### src/rtl/bka_multiword_seq.sv
// bka_multiword_seq: wide adder sequencer that reuses one external WORD_W-bit
// Brent-Kung adder, one word per cycle, LSW first, carry held in a register
// between words.
// Optional feature macro: BKA_SEQ_SUB_EN (adds a 'sub' port that turns the
// operation into A - B mod 2^W by inverting B and forcing the initial carry).
//
// state | meaning
// ------+-----------------------------------------------------------
// IDLE  | waiting for an operation, in_ready=1, adder inputs parked at 0
// RUN   | driving word idx through the external adder, one word per cycle
// DONE  | result held on sum/cout with out_valid=1 until out_ready
module bka_multiword_seq #(
  parameter int WORD_W = 31,
  parameter int NWORDS = 4,
  localparam int W = WORD_W * NWORDS,
  localparam int IDX_W = (NWORDS > 2) ? $clog2(NWORDS) : 1
) (
  input  logic              clk,
  input  logic              reset,
  input  logic              in_valid,
  output logic              in_ready,
  input  logic [W-1:0]      op_a,
  input  logic [W-1:0]      op_b,
  input  logic              cin,
`ifdef BKA_SEQ_SUB_EN
  input  logic              sub,
`endif
  output logic              out_valid,
  input  logic              out_ready,
  output logic [W-1:0]      sum,
  output logic              cout,
  output logic [WORD_W-1:0] add_a,
  output logic [WORD_W-1:0] add_b,
  output logic              add_cin,
  input  logic [WORD_W-1:0] add_s,
  input  logic              add_cout
);

  localparam logic [1:0] IDLE = 2'd0;
  localparam logic [1:0] RUN  = 2'd1;
  localparam logic [1:0] DONE = 2'd2;

  localparam logic [IDX_W-1:0] LAST_IDX = IDX_W'(NWORDS - 1);

  logic [1:0]        state;
  logic [IDX_W-1:0]  idx;
  logic              carry;
  logic [W-1:0]      a_reg;
  logic [W-1:0]      b_reg;
  logic              start_carry;
  logic              invert_b;
  logic [WORD_W-1:0] a_word;
  logic [WORD_W-1:0] b_word;

`ifdef BKA_SEQ_SUB_EN
  logic sub_reg;

  // Subtraction is A + ~B + 1, so the initial carry is forced high and cin ignored.
  assign start_carry = sub ? 1'b1 : cin;
  assign invert_b    = sub_reg;

  // Operation select is captured with the operands so later changes are ignored.
  always_ff @(posedge clk or posedge reset) begin
    if (reset) begin
      sub_reg <= 1'b0;
    end else if (state == IDLE && in_valid) begin
      sub_reg <= sub;
    end
  end
`else
  assign start_carry = cin;
  assign invert_b    = 1'b0;
`endif

  // Handshake outputs derive from state; reset forces in_ready low immediately.
  assign in_ready  = (state == IDLE) && !reset;
  assign out_valid = (state == DONE);

  // Word select for the current index from the latched operands.
  always_comb begin
    a_word = '0;
    b_word = '0;
    for (int i = 0; i < NWORDS; i++) begin
      if (idx == IDX_W'(i)) begin
        a_word = a_reg[i*WORD_W +: WORD_W];
        b_word = b_reg[i*WORD_W +: WORD_W];
      end
    end
  end

  // Adder inputs are parked at zero outside RUN so the external adder stays quiet.
  always_comb begin
    add_a   = '0;
    add_b   = '0;
    add_cin = 1'b0;
    if (state == RUN) begin
      add_a   = a_word;
      add_b   = b_word ^ {WORD_W{invert_b}};
      add_cin = carry;
    end
  end

  // Sequencer: accept, walk the words LSW first, then hold the result.
  always_ff @(posedge clk or posedge reset) begin
    if (reset) begin
      state <= IDLE;
      idx   <= '0;
      carry <= 1'b0;
      sum   <= '0;
      cout  <= 1'b0;
      a_reg <= '0;
      b_reg <= '0;
    end else begin
      case (state)
        IDLE: begin
          if (in_valid) begin
            a_reg <= op_a;
            b_reg <= op_b;
            carry <= start_carry;
            idx   <= '0;
            state <= RUN;
          end
        end
        RUN: begin
          for (int i = 0; i < NWORDS; i++) begin
            if (idx == IDX_W'(i)) begin
              sum[i*WORD_W +: WORD_W] <= add_s;
            end
          end
          carry <= add_cout;
          if (idx == LAST_IDX) begin
            cout  <= add_cout;
            idx   <= '0;
            state <= DONE;
          end else begin
            idx <= idx + 1'b1;
          end
        end
        DONE: begin
          if (out_ready) begin
            state <= IDLE;
          end
        end
        default: begin
          state <= IDLE;
        end
      endcase
    end
  end

endmodule
### config.mk
export PLATFORM = sky130hd
export DESIGN_NAME = bka_multiword_seq
export DESIGN_NICKNAME = d
export VERILOG_FILES = /design/src/rtl/bka_multiword_seq.sv
export SDC_FILE = /design/constraint.sdc
export NUM_CORES = 1
export LEC_CHECK = 0
export BUFFER_PORTS_ARGS = -buffer_cell sky130_fd_sc_hd__buf_2
export CORE_ASPECT_RATIO = 1.1
export CORE_UTILIZATION = 42
export CTS_CLUSTER_SIZE = 40
export DETAILED_ROUTE_END_ITERATION = 8
export GPL_ROUTABILITY_DRIVEN = 0
export PLACE_DENSITY = 0.73
export SKIP_LAST_GASP = 1
export SLEW_MARGIN = 20
export SYNTH_ARGS = -nofsm -noshare
export SYNTH_HDL_FRONTEND = slang
export SYNTH_SLANG_ARGS = --single-unit
### constraint.sdc
create_clock -name clk -period 28.7 [get_ports clk]
set_input_delay 1.435 -clock clk [delete_from_list [all_inputs] [get_ports clk]]
set_output_delay 1.435 -clock clk [all_outputs]
set_load 0.005 [all_outputs]
# After elaboration in Yosys (flattened, before gate mapping)
# Cells that the tools add are included.
# classes
n_reduce_logical	12
eq_ne	8
add_sub_neg	1
muxes	20
# op_table
operator	n
two-way mux 31 bit	10
AND reduction 2 bit	6
two-way mux 2 bit	5
== test 2 bit, second input constant	3
case mux 2 bit (3 select lines)	1
== test 2 x 1 -> 1 bit, second input constant	2
logical NOT 2 bit	2
!= test 2 bit, second input constant	2
case mux 2 bit (2 select lines)	1
AND reduction 3 bit	1
adder 2 x 1 -> 2 bit, second input constant	1
two-way mux 1 bit	2
!= test 2 x 1 -> 1 bit, second input constant	1
case mux 1 bit (2 select lines)	1
nonzero test 2 bit	1
logical AND 1 bit	1
logical NOT 1 bit	1
# totals
output_inout_bits	190
reg_bits	378
inputBits	285

# Longest topological paths before layout
# logic_depth
depth_word	6
mapped_depth	8
ltp_nobuf	5

# Worst setup path after synthesis
# No wires, ideal clock.
# synth_path
path_kind	register -> output
start	register idx[1]
end	output add_a[20]
t_required_ns	27.265
stages_incl_launch_ff	9
path_buffers	3
t_arrival_ns	1.637
path_slack_ns	25.628
path_cell_list	dfrtp_1 -> inv_1 -> ha_1 -> buf_4 -> nor2b_1 -> buf_2 -> clkbuf_1 -> a221o_1 -> a32o_1
# synth_via
elab_chain_len	6
# synth_rtl
element	line	text
start, declared	46	logic [IDX_W-1:0] idx;
start signal, assigned	136	idx <= idx + 1'b1;
logical NOT 2 bit	84	if (idx == IDX_W'(i)) begin
two-way mux 31 bit (3 in series)	84	
two-way mux 31 bit (*)	84	
two-way mux 31 bit (*)	96	if (state == RUN) begin
end, declared	32	output logic [WORD_W-1:0] add_a,
# Mark *: on every way between the ends. The rest lies on a longest branch, timed or not.

# Worst setup path after layout
# layout_path
start	register state[0]
end	output add_b[10]
# layout_via
elab_chain_len	2
# layout_rtl
element	line	text
start, declared	45	logic [1:0] state;
start signal, assigned	106	state <= IDLE;
start signal, assigned	121	state <= RUN;
start signal, assigned	134	state <= DONE;
== test 2 x 1 -> 1 bit	96	
two-way mux 31 bit	96	
end, declared	33	output logic [WORD_W-1:0] add_b,
# Every way passes these cells.

==> results.yml <==
grt:
  grt_pass1_vias: 11400
  grt_max_degree: 177
  gr-total-overflow: 0
  grt_pass1_wl_mm: 65.5
  antenna_found_initial: 21
  grt_usage_pct: 21.6
synthesis:
  syn-cell-area_mm2: 0.0160
  synth.avg_cell_area_um2: 15.2
  synthXorXnorAreaFrac_pct: 0
  yosysWarningCount: 0
  synth_compound_area_share_pct: 8.01
  synthMuxAreaShare_pct: 26.4
  ys_ff_latch: 378
  yosysSeqAreaShare_pct: 59.3
  synthTopCellsByArea: "dfrtp_1 (59%), mux2_2 (22%), mux2_1 (4.0%)"
  synth_nets: 1337
  synthSimpleGateAreaFrac_pct: 3.01
  ys_types: 23
  synth_top_family_by_area: "multiplexers"
  synth_top_area_share_pct: 59.3
  synth_adder_area_share_pct: 0.314
  synth_top_cell_by_area: "dfrtp_1"
  synth_cells: 1048
routing:
  viasPerCell: 5.37
  dr.first_iter.drc_count: 548
  ant_nets: 0
  drc: 0
  dr.pass1.iters: 5
  wl_per_cell_um: 20.9
  vias: 10900
  wirelength_mm: 42.6
timing:
  fin_setup_tns_ns: 0
  max-slew-margin-rel_pct: 27.5
  finalSetupViolCount: 0
  period_share_pct: 16.4
  fin_crit_ns: 4.69
  fmax_mhz: 213
  hold_viol: 0
  worst_pin_slew_ns: 1.09
  maxSlewViolCount: 0
  rsz0062_at_grt: "no"
  skew_ns: 0.0209
cts:
  insertion_delay_ns: 0.53
  cts_tree: "yes"
  cts.path.max_buffers: 3
  htree_levels: 2
  cts_made_buffers: 39
  postCtsHoldBufs: 0
  cts_root_buf: "clkbuf_16"
  clk_pin_slew_worst_paths_ns: 0.06
  cts_sinks: 378
  cts_resized: 0
  post_cts_buffers: 0
die:
  core_mm2: 0.0373
  initial_core_util_pct: 42.7
  fp-row-count: 74
  die_x_um: 188
  die_area_mm2: 0.0388
  die_h_um: 206
  pin_count: 475
final_layout:
  drive_above_1_share_pct: 57.3
  final_common_cell: "buf_2"
  final_cell_mix: "buf_2 (474), dfrtp_1 (378), mux2_2 (317)"
  syn_to_final_growth_pct: 25.4
  fill_cells: 3134
  nNetsFinal: 1781
power_and_ir_drop:
  swShare_pct: 32.4
  power_leakage_uw: 0.00905
  p_total_uw: 2450
  p_int_uw: 1660
  power_frac_seq_pct: 38.9
  comb_power_share_pct: 40.2
  switching_power_uw: 794
  pwr-share-clk_pct: 20.9
  ir_worst_vdd_mv: 0.0648
  p_per_area_mw_per_mm2: 123
run:
  maxCapViolCount: 0
critical_path:
  crit_arrival_ns: 3.26
  worst-path-max-fanout: 45
  reg2reg_slack_ns: 25.70
  path_class: "register to primary output"
  crit_path_end_kind: "primary output"
  cp-start-kind: "register"
  required_ns: 27.26
min_path:
  hp-class: "register to register"
placement:
  post-dp-hpwl_mm: 28.4
  portBuffers: 474
outcome:
  status: "finished, final reports clean"
-- metal layers --
metal  share of wire, %  up-vias  wire, um  track usage, %
met2                 50      426     21300            35.8
met3                7.6       81      3230            6.49
met5               0.19        -        83               0
met4                2.8       14      1170            9.29
li1                   -     4834         -               -
met1                 39     5567     16800            26.3
-- per-stage QoR --
step                instances  hold WS [ns]  utilization (%)  worst slack, ns  area [um2]
floorplan                1048         0.459                -            16.76       16000
CTS                      2013         0.490             53.4            24.01       19900
global placement         1945         0.468             50.0            24.59       18600
detailed placement       1945         0.475             50.0            24.58       18600
global route             2023         0.502             53.5            23.85       20000
finish                   2033         0.484             53.6            24.01       20000
-- layout make-up --
class,instances,area (um2),area share [%]
sequential,378,9460,47.3
multi-input combinational,584,6070,30.3
timing repair buffer,485,2480,12.4
clock buffer,58,1190,5.95
tap,494,618,3.09
clock inverter,10,106,0.532
antenna,20,50.0,0.250
inverter,4,22.5,0.113
-- cell usage after synthesis --
library cell and instances:
dfrtp_1 378, mux2_2 317, nand2b_1 64, a221o_1 63, a32o_1 62, mux2_1 57
buf_2 35, buf_4 28, clkbuf_1 19, ha_1 4, inv_1 4, nand2_1 3
nor2b_1 3, and2_1 2, a21oi_1 1, a22o_1 1, nand2_2 1, nand3b_1 1
nor3_1 1, nor3b_2 1, o21ai_0 1, o21bai_1 1, or2_1 1
-- critical path, stage by stage, from the launching register on --
cell     delay, ns
dfrtp_1       0.46
nor2b_1       0.55
nor2b_4       0.59
buf_4         0.64
a32o_1        0.28
buf_2         0.13
-- power by group through the flow --
stage | Clock [uW] | Combinational (uW) | Sequential [uW]
3_3_place_gp | 0 | 967 | 947
4_1_cts | 523 | 994 | 956
2_1_floorplan | 0 | 659 | 932
5_1_grt | 545 | 1060 | 991
3_5_place_dp | 0 | 986 | 963
6_report | 512 | 985 | 954
-- path summary, 6_finish.rpt --
path / startpoint / end / cells past startpoint
max in group asynchronous: reset / cout / 3
max: state[0] / add_b[10] / 5
max reg2reg: state[0] / a_reg[95] / 4
min: sum[96] / sum[96] / 1
min reg2reg: sum[96] / sum[96] / 1
min in group asynchronous: reset / carry / 2
-- cells by family after synthesis --
kind of cell | after synthesis
multiplexers | 374
AO/OA/AOI/OAI | 129
buffers and inverters | 86
flip-flops | 378
adder cells (fa/ha/maj) | 4
AND/OR/NAND/NOR | 77
Note: power is estimated with default switching activity, not from simulation.
